--- config.mk ---
export PLATFORM = sky130hd
export DESIGN_NAME = mvm_result_drain
export DESIGN_NICKNAME = d
export VERILOG_FILES = /design/src/rtl/mvm_pkg.sv /design/src/rtl/mvm_result_buf.sv /design/src/rtl/mvm_result_drain.sv
export SDC_FILE = /design/constraint.sdc
export NUM_CORES = 1
export LEC_CHECK = 0
export ABC_AREA = 1
export CORE_MARGIN = 2
export CORE_UTILIZATION = 40
export DETAILED_ROUTE_END_ITERATION = 10
export MAX_ROUTING_LAYER = met4
export PLACE_DENSITY = 0.64
export SKIP_LAST_GASP = 1
export SLEW_MARGIN = 0
export SYNTH_ARGS = -nofsm -noshare
export SYNTH_HDL_FRONTEND = slang
export SYNTH_SLANG_ARGS = --single-unit
export TNS_END_PERCENT = 1
--- constraint.sdc ---
create_clock -name clk -period 6.3 [get_ports clk]
set_input_delay 0.63 -clock clk [delete_from_list [all_inputs] [get_ports clk]]
set_output_delay 0.63 -clock clk [all_outputs]
set_load 0.02 [all_outputs]
--- src/rtl/mvm_pkg.sv ---
// Shared definitions for the MVM result drain path.
//   mvm_drain_state_t : drain FSM states (IDLE, WAIT, CAPTURE, DRAIN)
//   sat_result_t      : clamped value plus a "clamped" flag
//   sat_trunc()       : signed saturation from in_w bits down to out_w bits
// Values are carried at SAT_MAX_W bits so one function serves any
// IN_W/OUT_W pair up to that width.
package mvm_pkg;

  localparam int SAT_MAX_W = 64;

  typedef enum logic [1:0] {
    IDLE    = 2'd0,
    WAIT    = 2'd1,
    CAPTURE = 2'd2,
    DRAIN   = 2'd3
  } mvm_drain_state_t;

  typedef struct packed {
    logic signed [SAT_MAX_W-1:0] value;
    logic                        sat;
  } sat_result_t;

  // value must already be sign-extended from in_w to SAT_MAX_W bits.
  function automatic sat_result_t sat_trunc(input logic signed [SAT_MAX_W-1:0] value,
                                            input int in_w,
                                            input int out_w);
    sat_result_t                 r;
    logic signed [SAT_MAX_W-1:0] hi;
    logic signed [SAT_MAX_W-1:0] lo;
    r.value = value;
    r.sat   = 1'b0;
    if (out_w < in_w) begin
      hi = (64'sd1 <<< (out_w - 1)) - 64'sd1;
      lo = -hi - 64'sd1;
      if (value > hi) begin
        r.value = hi;
        r.sat   = 1'b1;
      end else if (value < lo) begin
        r.value = lo;
        r.sat   = 1'b1;
      end
    end
    return r;
  endfunction

endpackage

--- src/rtl/mvm_result_buf.sv ---
// K-entry result buffer for the MVM drain.
//   clk     : clock
//   wr_en   : write buf[wr_addr] <= wr_data at the clock edge
//   wr_addr : write row
//   wr_data : (saturated) result to store
//   rd_addr : asynchronous read row
//   rd_data : buf[rd_addr], combinational
// Contents are not reset; the drain FSM never reads a row before writing it.
module mvm_result_buf #(
  parameter int K     = 8,
  parameter int W     = 32,
  parameter int IDX_W = $clog2(K)
) (
  input  logic             clk,
  input  logic             wr_en,
  input  logic [IDX_W-1:0] wr_addr,
  input  logic [W-1:0]     wr_data,
  input  logic [IDX_W-1:0] rd_addr,
  output logic [W-1:0]     rd_data
);

  logic [W-1:0] mem_q [K];

  always_ff @(posedge clk) begin
    if (wr_en) mem_q[wr_addr] <= wr_data;
  end

  assign rd_data = mem_q[rd_addr];

endmodule

--- src/rtl/mvm_result_drain.sv ---
// Drains the K results of one MVM job into a valid/ready stream.
// After the core's done pulse, waits CAP_LAT cycles, captures K consecutive
// words from mvm_data (optionally saturated to OUT_W), then presents them
// in row order with index/last tags. The core is never stalled: a done
// pulse arriving while a job is in flight is dropped and flagged.
//   clk, reset   : clock, synchronous active-high reset
//   mvm_done     : one-cycle job-complete pulse from the core
//   mvm_data     : signed result stream from the core
//   out_valid    : out_data holds a result
//   out_ready    : consumer accepts on out_valid & out_ready
//   out_data     : signed (saturated) result
//   out_index    : row of out_data
//   out_last     : high with row K-1
//   busy         : a job is in flight
//   overrun      : sticky, a done pulse was dropped
//   sat_seen     : sticky, a word was clamped in the current/last job
//   clear_flags  : clears overrun and sat_seen (a same-cycle set wins)
module mvm_result_drain
  import mvm_pkg::*;
#(
  parameter int K       = 8,
  parameter int IN_W    = 32,
  parameter int OUT_W   = 32,
  parameter int CAP_LAT = 2,
  parameter int IDX_W   = $clog2(K)
) (
  input  logic             clk,
  input  logic             reset,
  input  logic             mvm_done,
  input  logic [IN_W-1:0]  mvm_data,
  output logic             out_valid,
  input  logic             out_ready,
  output logic [OUT_W-1:0] out_data,
  output logic [IDX_W-1:0] out_index,
  output logic             out_last,
  output logic             busy,
  output logic             overrun,
  output logic             sat_seen,
  input  logic             clear_flags
);

  localparam int               WAIT_W    = (CAP_LAT > 1) ? $clog2(CAP_LAT) : 1;
  localparam logic [WAIT_W-1:0] WAIT_LOAD = WAIT_W'(CAP_LAT - 1);
  localparam logic [IDX_W-1:0]  LAST_IDX  = IDX_W'(K - 1);

  mvm_drain_state_t  state_q, state_d;
  logic [WAIT_W-1:0] wait_cnt_q, wait_cnt_d;
  logic [IDX_W-1:0]  cap_idx_q, cap_idx_d;
  logic              out_valid_q, out_valid_d;
  logic [OUT_W-1:0]  out_data_q, out_data_d;
  logic [IDX_W-1:0]  out_index_q, out_index_d;
  logic              out_last_q, out_last_d;
  logic              overrun_q, overrun_d;
  logic              sat_seen_q, sat_seen_d;

  logic                        hs;
  logic [IDX_W-1:0]            idx_next;
  logic signed [SAT_MAX_W-1:0] mvm_ext;
  sat_result_t                 sat_res;
  logic [OUT_W-1:0]            sat_data;
  logic                        unused_sat_bits;

  logic              buf_wr_en;
  logic [IDX_W-1:0]  buf_rd_addr;
  logic [OUT_W-1:0]  buf_rd_data;

  assign hs       = out_valid_q & out_ready;
  assign idx_next = out_index_q + IDX_W'(1);

  assign mvm_ext         = SAT_MAX_W'(signed'(mvm_data));
  assign sat_res         = sat_trunc(mvm_ext, IN_W, OUT_W);
  assign sat_data        = sat_res.value[OUT_W-1:0];
  assign unused_sat_bits = ^sat_res.value[SAT_MAX_W-1:OUT_W];

  mvm_result_buf #(
    .K     (K),
    .W     (OUT_W),
    .IDX_W (IDX_W)
  ) u_buf (
    .clk     (clk),
    .wr_en   (buf_wr_en),
    .wr_addr (cap_idx_q),
    .wr_data (sat_data),
    .rd_addr (buf_rd_addr),
    .rd_data (buf_rd_data)
  );

  // State register
  always_ff @(posedge clk) begin
    if (reset) state_q <= IDLE;
    else       state_q <= state_d;
  end

  // Next-state logic
  always_comb begin
    state_d = state_q;
    case (state_q)
      IDLE: begin
        if (mvm_done) state_d = (CAP_LAT == 1) ? CAPTURE : WAIT;
      end
      WAIT: begin
        // Counter holds cycles left in WAIT; leaving when it would hit 0
        // puts the first capture exactly CAP_LAT cycles after done.
        if (wait_cnt_q == WAIT_W'(1)) state_d = CAPTURE;
      end
      CAPTURE: begin
        if (cap_idx_q == LAST_IDX) state_d = DRAIN;
      end
      DRAIN: begin
        if (hs && out_last_q) state_d = IDLE;
      end
      default: state_d = IDLE;
    endcase
  end

  // Counters, buffer control, output register and flag updates
  always_comb begin
    wait_cnt_d  = wait_cnt_q;
    cap_idx_d   = cap_idx_q;
    out_valid_d = out_valid_q;
    out_data_d  = out_data_q;
    out_index_d = out_index_q;
    out_last_d  = out_last_q;
    overrun_d   = overrun_q;
    sat_seen_d  = sat_seen_q;
    buf_wr_en   = 1'b0;
    buf_rd_addr = '0;

    // Clear first so any set below in the same cycle takes priority.
    if (clear_flags) begin
      overrun_d  = 1'b0;
      sat_seen_d = 1'b0;
    end

    case (state_q)
      IDLE: begin
        if (mvm_done) begin
          wait_cnt_d = WAIT_LOAD;
          cap_idx_d  = '0;
          sat_seen_d = 1'b0;
        end
      end
      WAIT: begin
        wait_cnt_d = wait_cnt_q - WAIT_W'(1);
      end
      CAPTURE: begin
        buf_wr_en = 1'b1;
        cap_idx_d = cap_idx_q + IDX_W'(1);
        if (sat_res.sat) sat_seen_d = 1'b1;
        if (cap_idx_q == LAST_IDX) begin
          // Preload row 0 so it is visible the cycle after the last capture.
          // With K==1 row 0 is being written this very edge, so bypass.
          cap_idx_d   = '0;
          out_valid_d = 1'b1;
          out_index_d = '0;
          out_last_d  = (K == 1);
          out_data_d  = (cap_idx_q == '0) ? sat_data : buf_rd_data;
        end
      end
      DRAIN: begin
        // Look one row ahead so a handshake can advance every cycle.
        buf_rd_addr = idx_next;
        if (hs) begin
          if (out_last_q) begin
            out_valid_d = 1'b0;
            out_index_d = '0;
            out_last_d  = 1'b0;
            out_data_d  = '0;
          end else begin
            out_index_d = idx_next;
            out_data_d  = buf_rd_data;
            out_last_d  = (idx_next == LAST_IDX);
          end
        end
      end
      default: ;
    endcase

    if (mvm_done && (state_q != IDLE)) overrun_d = 1'b1;
  end

  always_ff @(posedge clk) begin
    if (reset) begin
      wait_cnt_q  <= '0;
      cap_idx_q   <= '0;
      out_valid_q <= 1'b0;
      out_data_q  <= '0;
      out_index_q <= '0;
      out_last_q  <= 1'b0;
      overrun_q   <= 1'b0;
      sat_seen_q  <= 1'b0;
    end else begin
      wait_cnt_q  <= wait_cnt_d;
      cap_idx_q   <= cap_idx_d;
      out_valid_q <= out_valid_d;
      out_data_q  <= out_data_d;
      out_index_q <= out_index_d;
      out_last_q  <= out_last_d;
      overrun_q   <= overrun_d;
      sat_seen_q  <= sat_seen_d;
    end
  end

  assign out_valid = out_valid_q;
  assign out_data  = out_data_q;
  assign out_index = out_index_q;
  assign out_last  = out_last_q;
  assign busy      = (state_q != IDLE);
  assign overrun   = overrun_q;
  assign sat_seen  = sat_seen_q;

endmodule

Word-level counts from Yosys, hierarchy flattened
Memories as Yosys holds them, arrays and structs flattened. Index checks and enable logic that the tools add are counted.

Flip-flop bits (word level): 45. RAM bits: 256. Input port bits: 37. Output and inout bits: 40. Word-level logic and storage cells: 75. Memories kept: 1.

Memories: u_buf.mem_q (depth 8, bits a word 32, rd ports 1, clocked after memory_dff 0, write ports 1, line mvm_result_buf.sv:22) `logic [W-1:0] mem_q [K];`.

$add $sub $neg: 3. Eq/ne operators: 11. Muxes and demuxes: 36. Bitwise gates (word level): 1. Reductions and logical operators: 14.

Operator list (number): $mux 32 (4); $pmux 32 s2 (1); $mux 3 (6); $mux 1 (15); $ne 2x2->1 const B (6); $pmux 3 s2 (2); $reduce_bool 2->1 (5); $mux 2 (4); $pmux 2 s4 (1); $reduce_and 4->1 (2); $add 3x1->3 const B (2); $eq 3x3->1 const B (2); $pmux 1 s2 (3); $eq 2x2->1 const B (2); $reduce_and 2->1 (2); $logic_not 3->1 (1); $reduce_and 3->1 (1); $eq 2x1->1 const B (1); $logic_and 1x1->1 (2); $logic_not 2->1 (1); $and 1x1->1 (1); $sub 1x1->1 const B (1).

Depth between registers and ports, before layout
Gate-level depths: netlist of the first run. An unclocked memory read counts as a cell.

Word-level depth: 6. Depth in mapped cells: 15. Depth with buffers taken out: 11.

Hierarchy
A second synthesis of the first run with hierarchy kept.

Cell total of the unflattened synthesis: 1612. Area total of the unflattened synthesis: 14229.9 µm².

By module, submodules not included: mvm_result_buf (instances 1, cells an instance 1124, area each 11232.0 µm², sequential area each 7687.4 µm²); mvm_result_drain (instances 1, cells an instance 488, area each 2997.9 µm², sequential area each 900.9 µm²).

Worst setup path after synthesis of the first run
OpenSTA, ideal clock, no wires.

Path type: register to register. Start: register state_q[0]. End: memory u_buf.mem_q[1][0] (enable). Library setup time: 421 ps. Data arrival time: 2115 ps. Data required time: 5879 ps. Path slack: 3764 ps. Stages on the path, launching flop included: 5. Buffers on the path: 0. Period minus slack after synthesis: 2536 ps. Cell sequence: dfxtp_1 inv_1 ha_1 nand2_1 nor2_1.

Longest elaborated chain between the ends: 4.

Ends and longest elaborated chain: from (decl) (line mvm_result_drain.sv:46) `mvm_drain_state_t state_q, state_d;`; from (signal assigned) (line mvm_result_drain.sv:91) `else state_q <= state_d;`; $eq 2x2->1 (line mvm_result_drain.sv:135) `case (state_q)`; $mux 1 (line mvm_result_drain.sv:135); $mux 1 (line mvm_result_buf.sv:25) `if (wr_en) mem_q[wr_addr] <= wr_data;`; $mux 1 (implied by the code) (line mvm_result_buf.sv:25); to (decl) (line mvm_result_buf.sv:22).

Every way passes these cells.

Final worst setup path of the first run
Start: register state_q[0]. End: register out_data_q[17], in the netlist out_data[17].

Longest elaborated chain between the ends: 6. Elaborated cells on any way between the ends: 13. Classes of those cells: eq/ne (4); mux (6); reduce/logical (2); memory (1).

Ends and longest elaborated chain: $eq 2x2->1 (line mvm_result_drain.sv:135); $mux 3 (line mvm_result_drain.sv:135); $mem_v2 8x32; $mux 32, on equally long branches (line mvm_result_drain.sv:164, mvm_result_drain.sv:157); $mux 32, on equally long branches (line mvm_result_drain.sv:163, mvm_result_drain.sv:150); $pmux 32 s2 (line mvm_result_drain.sv:135); to (signal assigned) (line mvm_result_drain.sv:196) `out_data_q <= out_data_d;`; to (decl) (line mvm_result_drain.sv:50) `logic [OUT_W-1:0] out_data_q, out_data_d;`.

Several ways; a longest one is shown, not always the timed one. The select of a mux whose other input is x is not followed. A chain may end at the register's enable or synchronous reset.

==> results.sh, run 1 <==
export IMPL_synth_cell_area_sq_um=13480
export IMPL_period_share_pct=49.01
export IMPL_fin_skew_ps=10.89
export IMPL_slowest_delay_ps=600
export IMPL_synthArstFlopShare_pct=0
export IMPL_swShare_pct=33.16
export IMPL_grt_overflow_total=0
export IMPL_cp_max_fo=67
export IMPL_powerDensity_nw_per_um2=362.0
export IMPL_worstSetupPathDepth=9
export IMPL_hp_start="sat_seen"
export IMPL_hold_viol=0
export IMPL_die_h_um=187.6
export IMPL_holdBufCountCts=0
export IMPL_pwr_share_clk_pct=29.9
export IMPL_grt_pass1_wl_um=53600
export IMPL_core_area_sq_um=33360
export IMPL_vias_per_cell=4.999
export IMPL_routed_wl_um=34400
export IMPL_yosysUniqueCellTypes=20
export IMPL_hold_worst_slack_ps=449.7
export IMPL_cp_required_ps=6700
export IMPL_slowest_stage="buf_4"
export IMPL_clkTransAtPathRegs_ps=60
export IMPL_maxSlewHeadroom_pct=24.79
export IMPL_p_leak_uw=0.006311
export IMPL_seq_area_frac_synth_pct=63.73
export IMPL_first_pass_iters=5
export IMPL_power_frac_comb_pct=26.4
export IMPL_netlist_area_leader_share_pct=57.04
export IMPL_p_int_uw=3770
export IMPL_switchingPower_uw=1871
export IMPL_rr_startpoint="state_q[0]"
export IMPL_period_needed_ps=3088
export IMPL_cts_tree="yes"
export IMPL_peakVddDrop_mv=0.2762
export IMPL_end_kind="register"
export IMPL_drv_cap=0
export IMPL_dpl_hpwl_um=17690
export IMPL_fillerInstances=3185
export IMPL_postSynthAreaPerCell_sq_um=9.320
export IMPL_gp_congestion=0.7765
export IMPL_cts_sinks=301
export IMPL_io_pins=77
export IMPL_grt_setup_unrepaired="no"
export IMPL_vias=9824
export IMPL_maxSlewViolCount=0
export IMPL_cts_buffer_depth=3
export IMPL_setup_viol=0
export IMPL_grt_max_degree=129
export IMPL_hold_path_class="register to register"
export IMPL_drc=0
export IMPL_tightest_slew_ps=1128
export IMPL_cts_resized_gates=0
export IMPL_r2r_cells=9
export IMPL_critPathLaunch="state_q[0]"
export IMPL_crit_chain="ha_2 > inv_2 > buf_4 > nand2_1 > nand2_2 > buf_4 > o21ai_0 > nand2_1 > a21oi_1"
export IMPL_syn_inst=1446
export IMPL_status="finished, final reports clean"
export IMPL_max_freq_ghz=0.3239
export IMPL_clock_root_buffer="clkbuf_16"
export IMPL_cts_htree_levels=1
export IMPL_die_width_um=187.6
export IMPL_rows=67
export IMPL_nNetsFinal=1537
export IMPL_synth_seq_cells=301
export IMPL_synth_edf_count=256
export IMPL_syn_nets=1492
export IMPL_yosys_warnings=0
export IMPL_die_area_sq_um=35180
export IMPL_worstPathArrival_ps=3480
export IMPL_portBuffers=76
export IMPL_critPathTopFamily="buffers and inverters"
export IMPL_synth_flop_cell="edfxtp_1"
export IMPL_synth_area_leader_cell="edfxtp_1"
export IMPL_netlist_top_cells_area="edfxtp_1 57%, nand2_1 9.6%, nand3_1 8.5%"
export IMPL_clock_latency_ps=570
export IMPL_critPathBufInv=3
export IMPL_grtUsageTotal_pct=20.05
export IMPL_cts_setup_buffers=0
export IMPL_initialDrtViolationCount=855
export IMPL_path_class="register to register"
export IMPL_min_path_cells=2
export IMPL_drive_gt1_share_pct=5.673
export IMPL_final_antenna_net_count=0
export IMPL_antenna_found_initial=1
export IMPL_setup_tns_final_ps=0
export IMPL_start_util_pct=40.39
export IMPL_start_kind="register"
export IMPL_area_growth_pct=15.63
export IMPL_avgRoutedWirePerCell_um=17.51
export IMPL_cts_buffers_inserted=31
export IMPL_seqPwrFrac_pct=43.7
export IMPL_first_global_vias=9610
## worst register-to-register path: stages (launching register included)
cell and delay, ps:
dfxtp_1 340, ha_2 380, inv_2 160, buf_4 600, nand2_1 150, nand2_2 430, buf_4 540, o21ai_0 160
nand2_1 110, a21oi_1 60
## stage by stage
stage	cell area, sq um	worst slack [ps]	util, %	std cells	power (uW)
CTS	15580	3184	46.70	1964	5667
finish	15580	3212	46.71	1965	5641
global placement	14650	3265	43.92	1906	3960
floorplan	13480	3764	-	1446	3424
global route	15580	2983	46.71	1965	5927
detailed placement	14650	3215	43.92	1906	3988
## power by group through the flow
stage | sequential, uW | clock, uW | combinational [uW]
global route | 2480 | 1780 | 1660
detailed placement | 2510 | 0 | 1480
floorplan | 2570 | 0 | 852
finish | 2470 | 1690 | 1490
global placement | 2510 | 0 | 1450
CTS | 2470 | 1710 | 1490
## cells by family after synthesis
family / after synthesis / share of synthesized area, %
flip-flops: 301 / 63.73
adder cells (fa/ha/maj): 9 / 0.8356
AO/OA/AOI/OAI: 113 / 4.308
AND/OR/NAND/NOR: 725 / 22.37
buffers and inverters: 298 / 8.764
## registers in the layout (all words and copies together), names as in the netlist
| register | count |
|---|---|
| u_buf.mem_q | 256 |
| out_data | 32 |
| cap_idx_q | 3 |
| out_index | 3 |
| state_q | 2 |
| out_last | 1 |
| out_valid | 1 |
| overrun | 1 |
| sat_seen | 1 |
| wait_cnt_q | 1 |
## metal layers
layer | part of all wire [%] | track usage [%] | up-vias
li1 | - | - | 4792
met1 | 45 | 26.72 | 4650
met2 | 47 | 32.64 | 328
met3 | 6.3 | 2.564 | 54
met4 | 2.3 | 5.148 | 0
met5 | 0 | - | -
## synth_stat cells, types with 2 or more instances
cell,count
a21oi_1,43
buf_2,33
ha_1,9
o21ai_0,64
buf_4,5
a211oi_1,4
inv_1,211
dfxtp_1,45
nor3_1,2
edfxtp_1,256
nor2_1,148
clkbuf_2,2
nand3_1,228
inv_2,5
nand2_1,345
clkbuf_1,42
## placed cells by master (no fill, tap or decap), drive strengths merged, types with 4 or more instances in the layout
master and n:
a211oi 4, a21oi 43, buf 19, clkbuf 36
clkdlybuf4s50 75, clkinv 22, dfxtp 45, edfxtp 256
ha 9, inv 216, nand2 346, nand3 228
nor2 149, o21ai 65
## cell type report
cell class	instances	area (sq um)	share of cell area [%]
clock inverters	22	103.9	0.6664
inverters	216	812.0	5.211
flip-flops and latches	301	8588	55.11
repair buffers	94	890.9	5.717
clock buffers	36	824.5	5.291
diodes	1	2.502	0.01606
multi-input cells	847	3801	24.39
well taps	448	560.5	3.597
## worst paths after layout
path / endpoint / slack (ps)
max: out_data[17] / 3210
min: sat_seen / 450
max reg2reg: out_data[17] / 3210
min reg2reg: sat_seen / 450
Power figures use the tool's default switching activity.
==> inputs of run 2 (changes only) <==
PLACE_DENSITY = 0.66   (was 0.64)
clock period = 2.8 ns   (was 6.3 ns; I/O delays follow)
==> results.sh, run 2 (synthesis gave the netlist of run 1 again) <==
export IMPL_holdBufCountCts=0
export IMPL_status="finished, final reports clean"
export IMPL_die_area_sq_um=35180
export IMPL_maxSlewViolCount=0
export IMPL_largest_register="u_buf.mem_q"
export IMPL_nNetsFinal=1559
export IMPL_layout_commonest_cell="nand2_1"
export IMPL_dp_cells=1925
export IMPL_path_class="register to primary output"
export IMPL_area_growth_pct=19.32
export IMPL_end_kind="primary output"
export IMPL_regArea_sq_um=8588
export IMPL_instances_no_fill=1987
export IMPL_start_util_pct=40.39
export IMPL_die_width_um=187.6
export IMPL_setup_viol=0
export IMPL_dpl_hpwl_um=19450
export IMPL_drive_gt1_share_pct=7.092
export IMPL_initialDrtViolationCount=816
export IMPL_cts_tree="yes"
export IMPL_portBuffers=76
export IMPL_start_kind="register"
export IMPL_cp_required_ps=2520
export IMPL_period_share_pct=77.72
export IMPL_core_area_sq_um=33360
export IMPL_first_global_vias=9734
export IMPL_grt_max_degree=66
export IMPL_worstPathArrival_ps=1900
export IMPL_powerDensity_nw_per_um2=838.6
export IMPL_grt_overflow_total=0
export IMPL_place_ws_ps=620.1
export IMPL_clock_latency_ps=510
export IMPL_vias=9987
export IMPL_setup_tns_final_ps=0
export IMPL_layout_common_cells="343 x nand2_1, 256 x edfxtp_1, 228 x nand3_1"
export IMPL_clkTransAtPathRegs_ps=60
export IMPL_io_pins=77
export IMPL_cts_resized_gates=0
export IMPL_final_antenna_net_count=0
export IMPL_vias_per_cell=5.026
export IMPL_period_needed_ps=2176
export IMPL_cts_buffers_inserted=34
export IMPL_maxSlewHeadroom_pct=50.70
export IMPL_routed_wl_um=34350
export IMPL_cts_htree_levels=2
export IMPL_grtUsageTotal_pct=20.29
export IMPL_rows=67
export IMPL_die_h_um=187.6
export IMPL_fillerInstances=3133
export IMPL_tightest_slew_ps=739.5
export IMPL_cp_max_fo=4
export IMPL_antenna_found_initial=2
export IMPL_cts_buffer_depth=3
export IMPL_cts_sinks=301
export IMPL_grt_setup_unrepaired="no"
export IMPL_p_leak_uw=0.006546
export IMPL_max_freq_ghz=0.4595
export IMPL_multi_input_area_sq_um=3787
export IMPL_clock_root_buffer="clkbuf_16"
export IMPL_final_core_util_pct=48.20
export IMPL_drv_cap=0
export IMPL_hold_viol=0
export IMPL_cts_setup_buffers=0
export IMPL_setup_slack_ps=623.8
export IMPL_peakVddDrop_mv=0.5089
export IMPL_gp_congestion=0.7972
export IMPL_drc=0
export IMPL_fin_skew_ps=21.01
export IMPL_first_pass_iters=5
export IMPL_hold_path_class="input port to register"
export IMPL_avgRoutedWirePerCell_um=17.29
export IMPL_largest_reg_flops=256
export IMPL_grt_pass1_wl_um=54140
-- run 2: cell count changes in the layout (fill, tap and decap cells not counted), moves of 2 or more --
cell and delta:
buf_12 +13, buf_4 +6, bufinv_16 +3, clkbuf_1 +5
clkbuf_16 +4, clkbuf_8 +3, clkinv_1 -7, clkinv_2 -9
clkinvlp_4 +2
-- run 2: metrics by stage --
stage | power [uW] | area (sq um) | hold WS, ps
CTS | 13570 | 16080 | 290.2
global route | 14170 | 16080 | 332.3
detailed placement | 9095 | 14940 | 425.9
floorplan | 7704 | 13480 | 378.9
finish | 13480 | 16080 | 294.7
global placement | 9051 | 14940 | 429.8
-- run 2: cell type report --
type                            instances  area share, %
Multi-Input combinational cell        847          23.55
Timing Repair Buffer                  113          7.439
Sequential cell                       301          53.41
Inverter                              216          5.050
Clock buffer                           48          6.124
Antenna cell                            2        0.03112
Clock inverter                         12         0.9104
Tap cell                              448          3.486
-- run 2: worst paths after layout --
kind | slack (ps) | cells after the start | end | from
setup / recovery | 620 | 4 | busy | state_q[0]
hold / removal | 290 | 2 | state_q[0] | reset
setup reg to reg | 620 | 12 | out_data[3] | state_q[0]
hold reg to reg | 440 | 2 | sat_seen | sat_seen
-- run 2: per-layer routing --
layer / global-route usage, % / wire length [um] / vias to the layer above
li1: - / - / 4837
met1: 26.20 / 14770 / 4731
met2: 32.89 / 16340 / 346
met3: 3.200 / 2507 / 73
met4: 6.602 / 733 / 0
met5: - / 0 / -
-- run 2: power by group --
group          internal [uW]  switching [uW]  leakage [uW]  total [uW]
registers               5310             215       0.00267        5530
clock network           2730            1740      0.000551        4470
logic                   1190            2290       0.00332        3480
total                   9240            4250       0.00655       13500
-- run 2: worst max-delay path: stages, from the launching register on --
cell	delay [ps]
dfxtp_1	380
inv_1	80
ha_1	230
inv_1	100
clkdlybuf4s50_1	610
==> inputs of run 3 (changes only) <==
clock period = 1.9 ns   (was 2.8 ns; I/O delays follow)
==> results.sh, run 3 (synthesis gave the netlist of run 1 again) <==
export IMPL_place_ws_ps=2.840
export IMPL_dpl_cell_area_sq_um=15240
export IMPL_path_class="register to register"
export IMPL_r2r_end="out_data[31]"
export IMPL_drv_cap=0
export IMPL_design_area_sq_um=16410
export IMPL_start_kind="register"
export IMPL_first_global_vias=9762
export IMPL_maxSlewViolCount=0
export IMPL_setup_tns_final_ps=0
export IMPL_largest_reg_flops=256
export IMPL_min_path_cells=2
export IMPL_area_growth_pct=21.78
export IMPL_critPathTopFamily="buffers and inverters"
export IMPL_start_util_pct=40.39
export IMPL_largest_register="u_buf.mem_q"
export IMPL_worstHoldEndpoint="state_q[0]"
export IMPL_clock_latency_ps=570
export IMPL_cts_buffer_depth=3
export IMPL_drive_gt1_share_pct=8.951
export IMPL_tightest_slew_ps=506.6
export IMPL_peakVddDrop_mv=0.8706
export IMPL_crit_chain="buf_4 > ha_1 > nand2_1 > nand3_1 > inv_2 > clkbuf_16 > nand3_1 > nand2_1 > nand2_1 > nand2_1 > a21oi_1"
export IMPL_end_kind="register"
export IMPL_critPathBufInv=3
export IMPL_die_area_sq_um=35180
export IMPL_drc=0
export IMPL_grt_setup_unrepaired="yes"
export IMPL_grt_overflow_total=0
export IMPL_maxSlewHeadroom_pct=66.23
export IMPL_hold_path_class="input port to register"
export IMPL_die_width_um=187.6
export IMPL_period_needed_ps=1873
export IMPL_fin_skew_ps=16.70
export IMPL_core_area_sq_um=33360
export IMPL_p_leak_uw=0.006681
export IMPL_r2r_slack_ps=30
export IMPL_die_h_um=187.6
export IMPL_nNetsFinal=1586
export IMPL_max_freq_ghz=0.5338
export IMPL_dp_cells=1951
export IMPL_cts_sinks=301
export IMPL_avgRoutedWirePerCell_um=16.89
export IMPL_topRoutingLayerUsed="met4"
export IMPL_vias=10010
export IMPL_dpl_hpwl_um=19560
export IMPL_rows=67
export IMPL_status="finished, final reports clean"
export IMPL_slowest_stage="dfxtp_2"
export IMPL_cp_max_fo=16
export IMPL_r2r_cells=11
export IMPL_setup_viol=0
export IMPL_hold_worst_slack_ps=98.15
export IMPL_wl_met1_um=15140
export IMPL_antenna_found_initial=1
export IMPL_portBuffers=76
export IMPL_clock_root_buffer="clkbuf_16"
export IMPL_io_pins=77
export IMPL_worstPathArrival_ps=2330
export IMPL_initialDrtViolationCount=815
export IMPL_hp_start="reset"
export IMPL_grtUsageTotal_pct=19.43
export IMPL_clkTransAtPathRegs_ps=70
export IMPL_final_antenna_net_count=0
export IMPL_wl_met2_um=15930
export IMPL_setup_slack_ps=26.52
export IMPL_hold_viol=0
export IMPL_cts_tree="yes"
export IMPL_crit_top_cell="nand2_1"
export IMPL_layout_common_cells="343 x nand2_1, 256 x edfxtp_1, 228 x nand3_1"
export IMPL_cp_required_ps=2360
export IMPL_grt_pass1_wl_um=52740
export IMPL_vias_per_cell=4.974
export IMPL_dr_wl_met3_um=2206
export IMPL_rr_startpoint="out_index[0]"
export IMPL_gp_congestion=0.7915
export IMPL_first_pass_iters=5
export IMPL_period_share_pct=98.60
export IMPL_routed_wl_um=34010
export IMPL_layout_commonest_cell="nand2_1"
export IMPL_cts_buffers_inserted=31
export IMPL_grt_max_degree=81
export IMPL_instances_no_fill=2013
export IMPL_slowest_delay_ps=330
export IMPL_powerDensity_nw_per_um2=1207
export IMPL_cts_htree_levels=1
[run 3: cell types whose count changed in the layout (fill, tap and decap cells not counted), moves of 2 or more]
cell        previous run  this run
buf_4                 24        37
buf_12                13        20
buf_6                  0         6
clkbuf_8               6         3
clkinv_2               5         2
clkinvlp_4             2         5
o21ai_0               64        61
o21ai_1                1         4
clkbuf_1               7         9
inv_1                211       209
inv_2                  4         6
[run 3: layer usage]
metal / GRT usage, % / up-vias
met2: 31.03 / 303
met3: 3.088 / 52
li1: - / 4888
met5: - / -
met1: 25.89 / 4769
met4: 5.300 / 0
[run 3: area by class of cell]
cell class	instances	area, sq um
well taps	448	560.5
repair buffers	143	1599
multi-input cells	847	3800
clock inverters	14	197.7
flip-flops and latches	301	8589
diodes	1	2.502
clock buffers	43	850.8
fillers	3052	16950
inverters	216	812.0
[run 3: report_power, final]
| part | total [uW] | internal, uW | switching [uW] |
|---|---|---|---|
| logic | 5490 | 2010 | 3490 |
| registers | 8090 | 7830 | 260 |
| clock network | 6230 | 3680 | 2550 |
[run 3: worst max-delay path by stage]
stage,endpoint,depth (start not counted),startpoint,slack [ps]
detailed placement,out_data[10],11,out_index[0],3
global placement,out_data[17],11,out_index[0],50
floorplan,u_buf.mem_q[5][0],4,state_q[0],-160
finish,out_data[31],11,out_index[0],30
CTS,out_data[10],11,out_index[0],-2
global route,out_data[10],12,out_index[0],-90
[run 3: worst register-to-register path, stage by stage, from the launching register on]
cell       delay, ps
dfxtp_2          330
buf_4            150
ha_1             200
nand2_1           90
nand3_1          170
inv_2            220
clkbuf_16        250
nand3_1          110
nand2_1           70
nand2_1           50
nand2_1           70
a21oi_1           60
[run 3: timing repair]
item | in CTS | in global routing
hold buffers | 0 | 0
gates cloned | 0 | 3
setup buffers | 0 | 1
pin swaps | 0 | 0
resized for setup | 3 | 15
setup endpoints to repair | 2 | 106
[run 3: metrics by stage]
| stage | utilization [%] | power (uW) |
|---|---|---|
| after global routing | 49.19 | 20830 |
| after CTS | 48.83 | 19870 |
| final | 49.19 | 19810 |
| after floorplan | - | 11370 |
| after detailed placement | 45.68 | 13640 |
| after global placement | 45.68 | 13560 |
